==> src/rtl/mem_bus_arbiter_pkg.sv <==
// Shared types and constants for the I/D memory bus arbiter.
package mem_bus_arbiter_pkg;

    typedef enum logic [1:0] {
        ST_IDLE = 2'd0,
        ST_ADDR = 2'd1,
        ST_DATA = 2'd2
    } state_t;

    typedef enum logic {
        OWNER_I = 1'b0,
        OWNER_D = 1'b1
    } owner_t;

    localparam logic [2:0] KSEG0 = 3'b100;
    localparam logic [2:0] KSEG1 = 3'b101;

    localparam int RUN_CNT_W = 4;
    typedef logic [RUN_CNT_W-1:0] run_cnt_t;

endpackage

==> src/rtl/mem_bus_arbiter_if.sv <==
// Pipeline-side (I and D ports) and memory-side bus signals of the arbiter.
// master = the arbiter itself, slave = its environment (pipeline plus memory).
interface mem_bus_arbiter_if;

    logic        inst_req;
    logic [31:0] inst_addr;
    logic        inst_addr_ok;
    logic        inst_data_ok;
    logic [31:0] inst_rdata;

    logic        data_req;
    logic        data_wr;
    logic [3:0]  data_wstrb;
    logic [31:0] data_addr;
    logic [31:0] data_wdata;
    logic        data_addr_ok;
    logic        data_data_ok;
    logic [31:0] data_rdata;

    logic        bus_req;
    logic        bus_wr;
    logic [3:0]  bus_wstrb;
    logic [31:0] bus_addr;
    logic [31:0] bus_wdata;
    logic        bus_addr_ok;
    logic        bus_data_ok;
    logic [31:0] bus_rdata;

    modport master (
        input  inst_req, inst_addr,
        input  data_req, data_wr, data_wstrb, data_addr, data_wdata,
        input  bus_addr_ok, bus_data_ok, bus_rdata,
        output inst_addr_ok, inst_data_ok, inst_rdata,
        output data_addr_ok, data_data_ok, data_rdata,
        output bus_req, bus_wr, bus_wstrb, bus_addr, bus_wdata
    );

    modport slave (
        output inst_req, inst_addr,
        output data_req, data_wr, data_wstrb, data_addr, data_wdata,
        output bus_addr_ok, bus_data_ok, bus_rdata,
        input  inst_addr_ok, inst_data_ok, inst_rdata,
        input  data_addr_ok, data_data_ok, data_rdata,
        input  bus_req, bus_wr, bus_wstrb, bus_addr, bus_wdata
    );

endinterface

==> src/rtl/mem_bus_arbiter_addr_map.sv <==
// Virtual-to-physical map: kseg0/kseg1 fold onto the low 512 MiB, all else passes through.
module mem_bus_arbiter_addr_map
    import mem_bus_arbiter_pkg::*;
#(
    parameter bit ADDR_MAP_EN = 1'b1
) (
    input  logic [31:0] i_addr,
    output logic [31:0] o_addr
);

    always_comb begin
        o_addr = i_addr;
        if (ADDR_MAP_EN && ((i_addr[31:29] == KSEG0) || (i_addr[31:29] == KSEG1))) begin
            o_addr = {3'b000, i_addr[28:0]};
        end
    end

endmodule

==> src/rtl/mem_bus_arbiter.sv <==
// Single-outstanding arbiter sharing one memory bus between instruction fetch (I)
// and data (D); D has priority, bounded by a run counter that guarantees I progress.
module mem_bus_arbiter
    import mem_bus_arbiter_pkg::*;
#(
    parameter int unsigned MAX_DATA_RUN = 4,
    parameter bit          ADDR_MAP_EN  = 1'b1
) (
    input  logic              clk,
    input  logic              rst,
    mem_bus_arbiter_if.master bus_if
);

    localparam run_cnt_t MAX_RUN = run_cnt_t'(MAX_DATA_RUN);

    state_t      r_state;
    state_t      w_state_next;
    owner_t      r_owner;
    run_cnt_t    r_run_cnt;

    logic        r_bus_req;
    logic        r_bus_wr;
    logic [3:0]  r_bus_wstrb;
    logic [31:0] r_bus_addr;
    logic [31:0] r_bus_wdata;

    logic        w_grant_d;
    logic        w_grant_i;
    logic        w_grant;
    logic        w_addr_ack;
    logic        w_data_ack;
    logic [31:0] w_sel_addr;
    logic [31:0] w_phys_addr;

    // D loses only when I is waiting and D has already used up its run.
    always_comb begin
        w_grant_d  = bus_if.data_req && !(bus_if.inst_req && (r_run_cnt == MAX_RUN));
        w_grant_i  = !w_grant_d && bus_if.inst_req;
        w_grant    = (r_state == ST_IDLE) && (w_grant_d || w_grant_i);
        w_sel_addr = w_grant_d ? bus_if.data_addr : bus_if.inst_addr;
    end

    mem_bus_arbiter_addr_map #(
        .ADDR_MAP_EN (ADDR_MAP_EN)
    ) u_addr_map (
        .i_addr (w_sel_addr),
        .o_addr (w_phys_addr)
    );

    always_comb begin
        // NOTE: every output of this block gets a default first, so no path can infer a latch.
        w_state_next = r_state;
        w_addr_ack   = 1'b0;
        w_data_ack   = 1'b0;
        unique case (r_state)
            ST_IDLE: begin
                if (w_grant) w_state_next = ST_ADDR;
            end
            ST_ADDR: begin
                if (bus_if.bus_addr_ok) begin
                    w_addr_ack = 1'b1;
                    if (bus_if.bus_data_ok) begin
                        w_data_ack   = 1'b1;
                        w_state_next = ST_IDLE;
                    end else begin
                        w_state_next = ST_DATA;
                    end
                end
            end
            ST_DATA: begin
                if (bus_if.bus_data_ok) begin
                    w_data_ack   = 1'b1;
                    w_state_next = ST_IDLE;
                end
            end
            default: w_state_next = ST_IDLE;
        endcase
    end

    always_ff @(posedge clk or posedge rst) begin
        if (rst) begin
            r_state     <= ST_IDLE;
            r_owner     <= OWNER_I;
            r_run_cnt   <= '0;
            r_bus_req   <= 1'b0;
            r_bus_wr    <= 1'b0;
            r_bus_wstrb <= '0;
            r_bus_addr  <= '0;
            r_bus_wdata <= '0;
        end else begin
            // NOTE: non-blocking assignments so every register samples pre-edge values.
            r_state <= w_state_next;
            if (w_grant) begin
                r_owner     <= w_grant_d ? OWNER_D : OWNER_I;
                r_bus_req   <= 1'b1;
                r_bus_wr    <= w_grant_d & bus_if.data_wr;
                r_bus_wstrb <= w_grant_d ? bus_if.data_wstrb : 4'b0000;
                r_bus_addr  <= w_phys_addr;
                r_bus_wdata <= w_grant_d ? bus_if.data_wdata : 32'h0;
                if (!w_grant_d) begin
                    r_run_cnt <= '0;
                end else if (bus_if.inst_req && (r_run_cnt != '1)) begin
                    r_run_cnt <= r_run_cnt + 1'b1;
                end
            end else if (w_addr_ack) begin
                r_bus_req <= 1'b0;
            end
        end
    end

    assign bus_if.bus_req      = r_bus_req;
    assign bus_if.bus_wr       = r_bus_wr;
    assign bus_if.bus_wstrb    = r_bus_wstrb;
    assign bus_if.bus_addr     = r_bus_addr;
    assign bus_if.bus_wdata    = r_bus_wdata;

    assign bus_if.inst_addr_ok = w_addr_ack && (r_owner == OWNER_I);
    assign bus_if.data_addr_ok = w_addr_ack && (r_owner == OWNER_D);
    assign bus_if.inst_data_ok = w_data_ack && (r_owner == OWNER_I);
    assign bus_if.data_data_ok = w_data_ack && (r_owner == OWNER_D);
    assign bus_if.inst_rdata   = bus_if.bus_rdata;
    assign bus_if.data_rdata   = bus_if.bus_rdata;

endmodule

==> src/flat_wrapper.sv <==
// flat-port wrapper written by rule: the top's interface ports become plain ports
module mem_bus_arbiter_flat import mem_bus_arbiter_pkg::*;
#(
    parameter int unsigned MAX_DATA_RUN = 4,
    parameter bit          ADDR_MAP_EN  = 1'b1
)
  (clk, rst, bus_if_inst_req, bus_if_inst_addr, bus_if_data_req, bus_if_data_wr, bus_if_data_wstrb, bus_if_data_addr, bus_if_data_wdata, bus_if_bus_addr_ok, bus_if_bus_data_ok, bus_if_bus_rdata, bus_if_inst_addr_ok, bus_if_inst_data_ok, bus_if_inst_rdata, bus_if_data_addr_ok, bus_if_data_data_ok, bus_if_data_rdata, bus_if_bus_req, bus_if_bus_wr, bus_if_bus_wstrb, bus_if_bus_addr, bus_if_bus_wdata);
  mem_bus_arbiter_if bus_if_i ();
  input  logic clk;
  input  logic rst;
  input wire logic [$bits(bus_if_i.inst_req)-1:0] bus_if_inst_req;
  input wire logic [$bits(bus_if_i.inst_addr)-1:0] bus_if_inst_addr;
  input wire logic [$bits(bus_if_i.data_req)-1:0] bus_if_data_req;
  input wire logic [$bits(bus_if_i.data_wr)-1:0] bus_if_data_wr;
  input wire logic [$bits(bus_if_i.data_wstrb)-1:0] bus_if_data_wstrb;
  input wire logic [$bits(bus_if_i.data_addr)-1:0] bus_if_data_addr;
  input wire logic [$bits(bus_if_i.data_wdata)-1:0] bus_if_data_wdata;
  input wire logic [$bits(bus_if_i.bus_addr_ok)-1:0] bus_if_bus_addr_ok;
  input wire logic [$bits(bus_if_i.bus_data_ok)-1:0] bus_if_bus_data_ok;
  input wire logic [$bits(bus_if_i.bus_rdata)-1:0] bus_if_bus_rdata;
  output wire logic [$bits(bus_if_i.inst_addr_ok)-1:0] bus_if_inst_addr_ok;
  output wire logic [$bits(bus_if_i.inst_data_ok)-1:0] bus_if_inst_data_ok;
  output wire logic [$bits(bus_if_i.inst_rdata)-1:0] bus_if_inst_rdata;
  output wire logic [$bits(bus_if_i.data_addr_ok)-1:0] bus_if_data_addr_ok;
  output wire logic [$bits(bus_if_i.data_data_ok)-1:0] bus_if_data_data_ok;
  output wire logic [$bits(bus_if_i.data_rdata)-1:0] bus_if_data_rdata;
  output wire logic [$bits(bus_if_i.bus_req)-1:0] bus_if_bus_req;
  output wire logic [$bits(bus_if_i.bus_wr)-1:0] bus_if_bus_wr;
  output wire logic [$bits(bus_if_i.bus_wstrb)-1:0] bus_if_bus_wstrb;
  output wire logic [$bits(bus_if_i.bus_addr)-1:0] bus_if_bus_addr;
  output wire logic [$bits(bus_if_i.bus_wdata)-1:0] bus_if_bus_wdata;
  assign bus_if_i.inst_req = bus_if_inst_req;
  assign bus_if_i.inst_addr = bus_if_inst_addr;
  assign bus_if_i.data_req = bus_if_data_req;
  assign bus_if_i.data_wr = bus_if_data_wr;
  assign bus_if_i.data_wstrb = bus_if_data_wstrb;
  assign bus_if_i.data_addr = bus_if_data_addr;
  assign bus_if_i.data_wdata = bus_if_data_wdata;
  assign bus_if_i.bus_addr_ok = bus_if_bus_addr_ok;
  assign bus_if_i.bus_data_ok = bus_if_bus_data_ok;
  assign bus_if_i.bus_rdata = bus_if_bus_rdata;
  assign bus_if_inst_addr_ok = bus_if_i.inst_addr_ok;
  assign bus_if_inst_data_ok = bus_if_i.inst_data_ok;
  assign bus_if_inst_rdata = bus_if_i.inst_rdata;
  assign bus_if_data_addr_ok = bus_if_i.data_addr_ok;
  assign bus_if_data_data_ok = bus_if_i.data_data_ok;
  assign bus_if_data_rdata = bus_if_i.data_rdata;
  assign bus_if_bus_req = bus_if_i.bus_req;
  assign bus_if_bus_wr = bus_if_i.bus_wr;
  assign bus_if_bus_wstrb = bus_if_i.bus_wstrb;
  assign bus_if_bus_addr = bus_if_i.bus_addr;
  assign bus_if_bus_wdata = bus_if_i.bus_wdata;
  mem_bus_arbiter #(.MAX_DATA_RUN(MAX_DATA_RUN), .ADDR_MAP_EN(ADDR_MAP_EN)) u_core (.clk(clk), .rst(rst), .bus_if(bus_if_i));
endmodule
==> config.mk <==
export PLATFORM = sky130hd
export DESIGN_NAME = mem_bus_arbiter_flat
export DESIGN_NICKNAME = d
export VERILOG_FILES = /design/src/rtl/mem_bus_arbiter_pkg.sv /design/src/rtl/mem_bus_arbiter_if.sv /design/src/rtl/mem_bus_arbiter_addr_map.sv /design/src/rtl/mem_bus_arbiter.sv /design/src/flat_wrapper.sv
export SDC_FILE = /design/constraint.sdc
export NUM_CORES = 1
export LEC_CHECK = 0
export BUFFER_PORTS_ARGS = -buffer_cell sky130_fd_sc_hd__buf_2
export CAP_MARGIN = 10
export CORE_AREA = 2 2 109 111
export CTS_CLUSTER_SIZE = 12
export DETAILED_ROUTE_END_ITERATION = 7
export DIE_AREA = 0 0 111 113
export PLACE_DENSITY = 0.79
export SLEW_MARGIN = 20
export SYNTH_ARGS = -nofsm -noshare
export SYNTH_HDL_FRONTEND = slang
export SYNTH_SLANG_ARGS = --single-unit
==> constraint.sdc <==
create_clock -name clk -period 2.5 [get_ports clk]
set_input_delay 0.125 -clock clk [delete_from_list [all_inputs] [get_ports clk]]
set_output_delay 0.125 -clock clk [all_outputs]
set_load 0.1 [all_outputs]
==> results of run 1 <==
## flip-flops by register name, summed over array words and instances (netlist names)
name and flops:
u_core.r_run_cnt 4, u_core.bus_if.bus_wdata 32, u_core.bus_if.bus_addr 32, u_core.bus_if.bus_wstrb 4, u_core.r_owner 1, u_core.bus_if.bus_req 1
u_core.r_state 2, u_core.bus_if.bus_wr 1
## worst max path at each step
stage	to	cells after the start
6_report	u_core.r_state[0]	6
5_1_grt	u_core.r_state[0]	6
4_1_cts	u_core.r_state[0]	6
3_5_place_dp	u_core.bus_if.bus_addr[23]	7
3_3_place_gp	u_core.r_state[0]	6
2_1_floorplan	bus_if_data_data_ok	4
## stage by stage
stage | hold slack (ps) | setup slack [ps] | area, um^2
detailed placement | 245 | 459 | 4490
global placement | 243 | 625 | 4490
finish | 11.2 | 437 | 5150
CTS | 0.114 | 450 | 5120
global route | 3.59 | 270 | 5150
floorplan | 258 | 378 | 3950
## final cells by class
| type | count | area (um^2) | share of cell area |
|---|---|---|---|
| Clock buffer | 11 | 243 | 0.0471 |
| Clock inverter | 5 | 81.3 | 0.0158 |
| Inverter | 8 | 31.3 | 0.00608 |
| Multi-Input combinational cell | 211 | 1370 | 0.266 |
| Sequential cell | 77 | 1930 | 0.374 |
| Tap cell | 143 | 179 | 0.0348 |
| Timing Repair Buffer | 221 | 1320 | 0.256 |
## routing by layer
layer / GRT usage / vias up / part of all wire / routed length, um
met3: 0.0675 / 15 / 0.088 / 1020
met2: 0.330 / 204 / 0.52 / 6050
met4: 0.0533 / 0 / 0.013 / 146
li1: - / 1606 / - / -
met5: 0 / - / 0 / 0
met1: 0.203 / 1654 / 0.38 / 4440
## cells in the mapped netlist (all sizes together)
master	instances	area share
o21ai	3	0.0048
or3	2	0.0032
nor3	4	0.0051
nor3b	3	0.0057
o31ai	1	0.0019
a31oi	1	0.0016
o21a	2	0.0038
buf	77	0.14
a21oi	5	0.0064
mux2	1	0.0029
nor2b	2	0.0032
o2111a	1	0.0029
a221o	1	0.0025
dfrtp	77	0.49
clkbuf	17	0.016
a21o	1	0.0019
o211ai	30	0.057
o2111ai	1	0.0022
a211o	1	0.0022
nand3	1	0.0013
nand4b	1	0.0060
a31o	1	0.0022
nand3b	1	0.0019
nor4	1	0.0016
o2bb2ai	1	0.0022
and3	3	0.0048
a22o	37	0.082
and2	1	0.0016
nor2	3	0.0029
nand4	30	0.048
a32o	1	0.0025
nand2	66	0.063
inv	8	0.0076
ha	5	0.016
## placed cells by master, fill, tap and decap left out, types with 2 or more instances in the layout
cell type,n
dfrtp_1,77
nand2_1,66
nand4_1,30
ha_1,5
nor2b_1,2
o21ai_0,2
dlygate4sd3_1,31
nor3b_1,2
a21oi_1,5
buf_2,180
and3_1,3
o21a_1,2
nor3_1,3
clkinv_2,2
clkbuf_16,9
or3_1,2
o211ai_1,30
a22o_1,37
buf_4,8
bufinv_16,2
inv_1,7
nor2_1,3
## cell families (layout without fill, tap and decap cells)
family,after synthesis,count (layout)
buffers and inverters,102,245
AOI/OAI and AO/OA,87,87
muxes,1,1
adders and majority gates,5,5
and+or+nand+nor,118,118
DFF,77,77
## what timing repair did
| item | CTS | global route |
|---|---|---|
| hold buffers | 31 | 0 |
| hold endpoints to repair | 68 | 0 |
| gates resized for setup | 0 | 0 |
==> out/results.ini, run 1 <==
[finish]
areaGrowthSynthToFinish_pct=30.8
n_fill_cell=1013
fin_util=0.457
nets=672
final_cells=676
drive_gt1_frac=0.398
antenna_cells=0

[synth]
netlist_instances=390
yosys_register_bits=77
postSynthAreaPerCell_um2=10.1
synth-compound-area-share=0.177
syn_nets=534
ys_warn_count=0
synthSimpleGateAreaFrac=0.148
syn_area_um2=3940
synth_mux_area_frac=0.00286
synth_xor_area_frac=0
yosysSeqAreaShare=0.489
ys_types=38
synth_top_family_by_area=compound AO/OA/AOI/OAI gates
synth_fa_ha_area_frac=0.0159

[timing]
setup-tns-final_ps=0
min_period_over_period=0.825
slew_violations=0
setup_viol=0
fmax_mhz=485
skew_ps=8.31
worst_slew_pin_slew_ps=668
slew_headroom=0.554
rsz0062_at_grt=no
hold_viol_final=0
min_period_ps=2060

[critical_path]
critical-path-top-delay-family=buffers and inverters
cp-end-kind=flip-flop
critPathLaunch=u_core.r_state[1]
slowest_delay_ps=420
worst-path-max-fanout=37
reg2reg_to=u_core.r_state[0]
rrSetupSlack_ps=440
crit_chain=inv_1 > ha_1 > buf_4 > nor3b_1 > nor3_1 > mux2_2
critPathArrivalTime_ps=2280
startpoint_type=flip-flop
critPathBufInv=2
worstSetupPathType=reg2reg
r2r_start=u_core.r_state[1]
cpMaxStageDelayCell=dfrtp_1
ff2ff_path_depth=6
critPathRequiredTime_ps=2720

[placement]
io_buffers=180
gp_congestion=0.848
dp.cells=628
dp_hpwl_um=8140

[clock_tree]
path_clk_slew_ps=60
clock-sinks=77
numCtsBuffers=9
clkLatencyLatePin_ps=340
post_cts_buffers=0
root_buffer=clkbuf_16
cts_max_path_buffers=2
tritoncts=built
htree_num_levels=3

[min_path]
hold_depth=2
hold_start=bus_if_data_wdata[31]
min_to=u_core.bus_if.bus_wdata[31]
hold_path_class=in2reg

[route]
remaining_drc_errors=0
dr.pass1.iters=4
drt-total-wl_um=11700
vias_per_cell=5.15
ant_nets=0
drt_iter0_drc=242
wl_per_cell_um=17.2
vias=3479

[floorplan]
io_pins=277
initial_core_util=0.349
die_width_um=111
core_area_um2=11300
dieHeight_um=113
row_count=39
die-area_um2=12500

[global_route]
grt_pass1_vias=3452
grt_usage=0.183
overflow=0
grt_antenna_before_repair=0
grt_max_degree=43
grt_first_pass_wirelength_um=18100

[job]
cap_viol_max_count=0

[status]
outcome=finished, final reports clean

Power of run 1 is not shown: default switching activity piles up to over one toggle a cycle in this logic, so the estimate is an artifact.
==> run 2: changes to the inputs <==
Settings changed: CORE_AREA 2 2 109 111 to 2 2 108 110, DIE_AREA 0 0 111 113 to 0 0 110 112, PLACE_DENSITY 0.79 to 0.82.
Clock period 2.5 ns to 1.8 ns, I/O delays scaled along.
==> run 2 against run 1 <==
  * Core utilization rose by 2.6 points
  * Global-route usage fell by 0.14 points
  * Critical path depth shrank 1
  * Via count rose by 3.7%
  * Non-clock buffer count is 16 higher
  * Die area fell by 1.8%
  * Setup slack got worse by 400 ps
  * Register-to-register slack worse by 390 ps
  * Final cell count rose by 2.4%
  * Count of clock-buffer cells in the layout down 1
  * Hold slack about the same
  * Clock skew rose by 1.2 ps
  * Critical endpoint is now bus_if_data_data_ok
  * Largest cell class unchanged
==> out/results.ini, run 2 (synthesis gave the netlist of run 1 again) <==
[status]
outcome=finished, final reports clean  ; unchanged

[timing]
min_period_ps=1770
setup_viol=0  ; unchanged
fmax_mhz=566
min_period_over_period=0.982
worst_slew_pin_slew_ps=693  ; was 668 ps
skew_ps=9.54  ; was 8.31 ps
hold_viol_final=0  ; unchanged
slew_headroom=0.537  ; was 0.554
slew_violations=0  ; unchanged
setup-tns-final_ps=0  ; unchanged

[critical_path]
critPathArrivalTime_ps=1680  ; was 2280 ps
worstSetupPathType=reg2out  ; was reg2reg
reg2reg_to=u_core.r_state[0]  ; unchanged
rrSetupSlack_ps=50  ; was 440 ps
worst-path-max-fanout=4  ; was 37
startpoint_type=flip-flop  ; unchanged
cp-end-kind=output pin  ; was flip-flop
r2r_start=u_core.r_state[0]  ; was u_core.r_state[1]
ff2ff_path_depth=5  ; was 6
critPathRequiredTime_ps=1710  ; was 2720 ps

[placement]
dp_hpwl_um=7780  ; was 8140 um
gp_congestion=0.796  ; was 0.848
io_buffers=180  ; unchanged
placed_cell_area_um2=4570  ; was 4490 um^2

[clock_tree]
path_clk_slew_ps=60  ; about the same
clkLatencyLatePin_ps=330  ; was 340 ps
cts_max_path_buffers=2  ; unchanged
numCtsBuffers=9  ; unchanged
htree_num_levels=3  ; unchanged
tritoncts=built  ; unchanged
clock-sinks=77  ; unchanged
root_buffer=clkbuf_16  ; unchanged

[finish]
final_cell_area_um2=5400  ; was 5150 um^2
final_common_cell=buf_2  ; unchanged
final-seq-area_um2=1930  ; unchanged
drive_gt1_frac=0.410  ; was 0.398
areaGrowthSynthToFinish_pct=37.1  ; was 30.8%
final_cell_mix=buf_2, dfrtp_1, nand2_1  ; unchanged
n_fill_cell=1006  ; was 1,013
multi_input_area_um2=1400  ; was 1370 um^2
nets=688  ; was 672
antenna_cells=0  ; unchanged

[floorplan]
core_area_um2=11200  ; was 11,300 um^2
die_width_um=110  ; was 111 um
die-area_um2=12300  ; was 12,500 um^2
io_pins=277  ; unchanged
dieHeight_um=112  ; was 113 um
row_count=39  ; unchanged
initial_core_util=0.352  ; was 0.349

[global_route]
overflow=0  ; unchanged
grt_max_degree=43  ; unchanged
grt_antenna_before_repair=0  ; unchanged
grt_pass1_vias=3492  ; was 3,452
grt_usage=0.182  ; was 0.183
grt_first_pass_wirelength_um=17300  ; was 18,100 um

[route]
drt_iter0_drc=359  ; was 242
vias=3608  ; was 3,479
drt-total-wl_um=11600  ; was 11,700 um
remaining_drc_errors=0  ; unchanged
vias_per_cell=5.21  ; was 5.15
ant_nets=0  ; unchanged
dr.pass1.iters=5  ; was 4
wl_per_cell_um=16.8  ; was 17.2 um

[min_path]
min_to=u_core.bus_if.bus_addr[27]  ; was u_core.bus_if.bus_wdata[31]
hold_start=bus_if_inst_addr[27]  ; was bus_if_data_wdata[31]
hold_depth=3  ; was 2
hold_path_class=in2reg  ; unchanged

[job]
cap_viol_max_count=0  ; unchanged

[run 2: cell count changes in the layout (fill, tap and decap cells not counted), sizes merged]
cell	change
dlygate4sd3	+9
buf	+6
bufinv	+2
clkinv	-1
[run 2: cell type report]
type                            count  share of cell area
Clock buffer                       10              0.0424
Clock inverter                      6              0.0248
Inverter                            8             0.00626
Timing Repair Buffer              237               0.278
Tap cell                          143              0.0331
Sequential cell                    77               0.357
Multi-Input combinational cell    211               0.259
[run 2: layer usage]
| layer | global-route usage | share of wire |
|---|---|---|
| met5 | 0 | 0 |
| met4 | 0.0700 | 0.018 |
| met3 | 0.0550 | 0.094 |
| met2 | 0.314 | 0.49 |
| met1 | 0.207 | 0.39 |
[run 2: what timing repair did]
| item | in CTS | in global routing |
|---|---|---|
| cloned | 0 | 0 |
| hold buffers | 40 | 0 |
| pin swaps | 0 | 1 |
| gates resized for setup | 1 | 5 |
| setup endpoints to repair | 1 | 73 |
| setup buffers | 0 | 6 |
| endpoints found under the hold margin | 66 | 0 |
[run 2: critical path: stages (launching register included)]
cell and delay [ps]:
dfrtp_1 420, inv_2 60, ha_2 320, nand2_2 90, nor3b_4 240, buf_12 200
[run 2: metrics by stage]
stage / cells / util / hold slack (ps) / setup WS, ps
global route: 692 / 0.483 / 8.47 / -49.9
detailed placement: 630 / 0.409 / 181 / 21.6
CTS: 686 / 0.478 / 1.49 / 0.0639
finish: 692 / 0.483 / 11.6 / 32.0
floorplan: 390 / - / 223 / 36.5
global placement: 630 / 0.409 / 181 / 133
[run 2: worst max path at each step]
stage                      startpoint                           to  slack, ps  cells after the start
global route        u_core.r_state[1]          bus_if_data_data_ok        -50                      5
CTS                 u_core.r_state[1]          bus_if_inst_addr_ok       0.06                      5
detailed placement  u_core.r_state[1]  u_core.bus_if.bus_wdata[19]         20                      5
floorplan           u_core.r_state[1]          bus_if_data_data_ok         40                      4
global placement    u_core.r_state[1]   u_core.bus_if.bus_addr[31]        130                      5
finish              u_core.r_state[1]          bus_if_data_data_ok         30                      5
Power of run 2 is left out for the same reason.
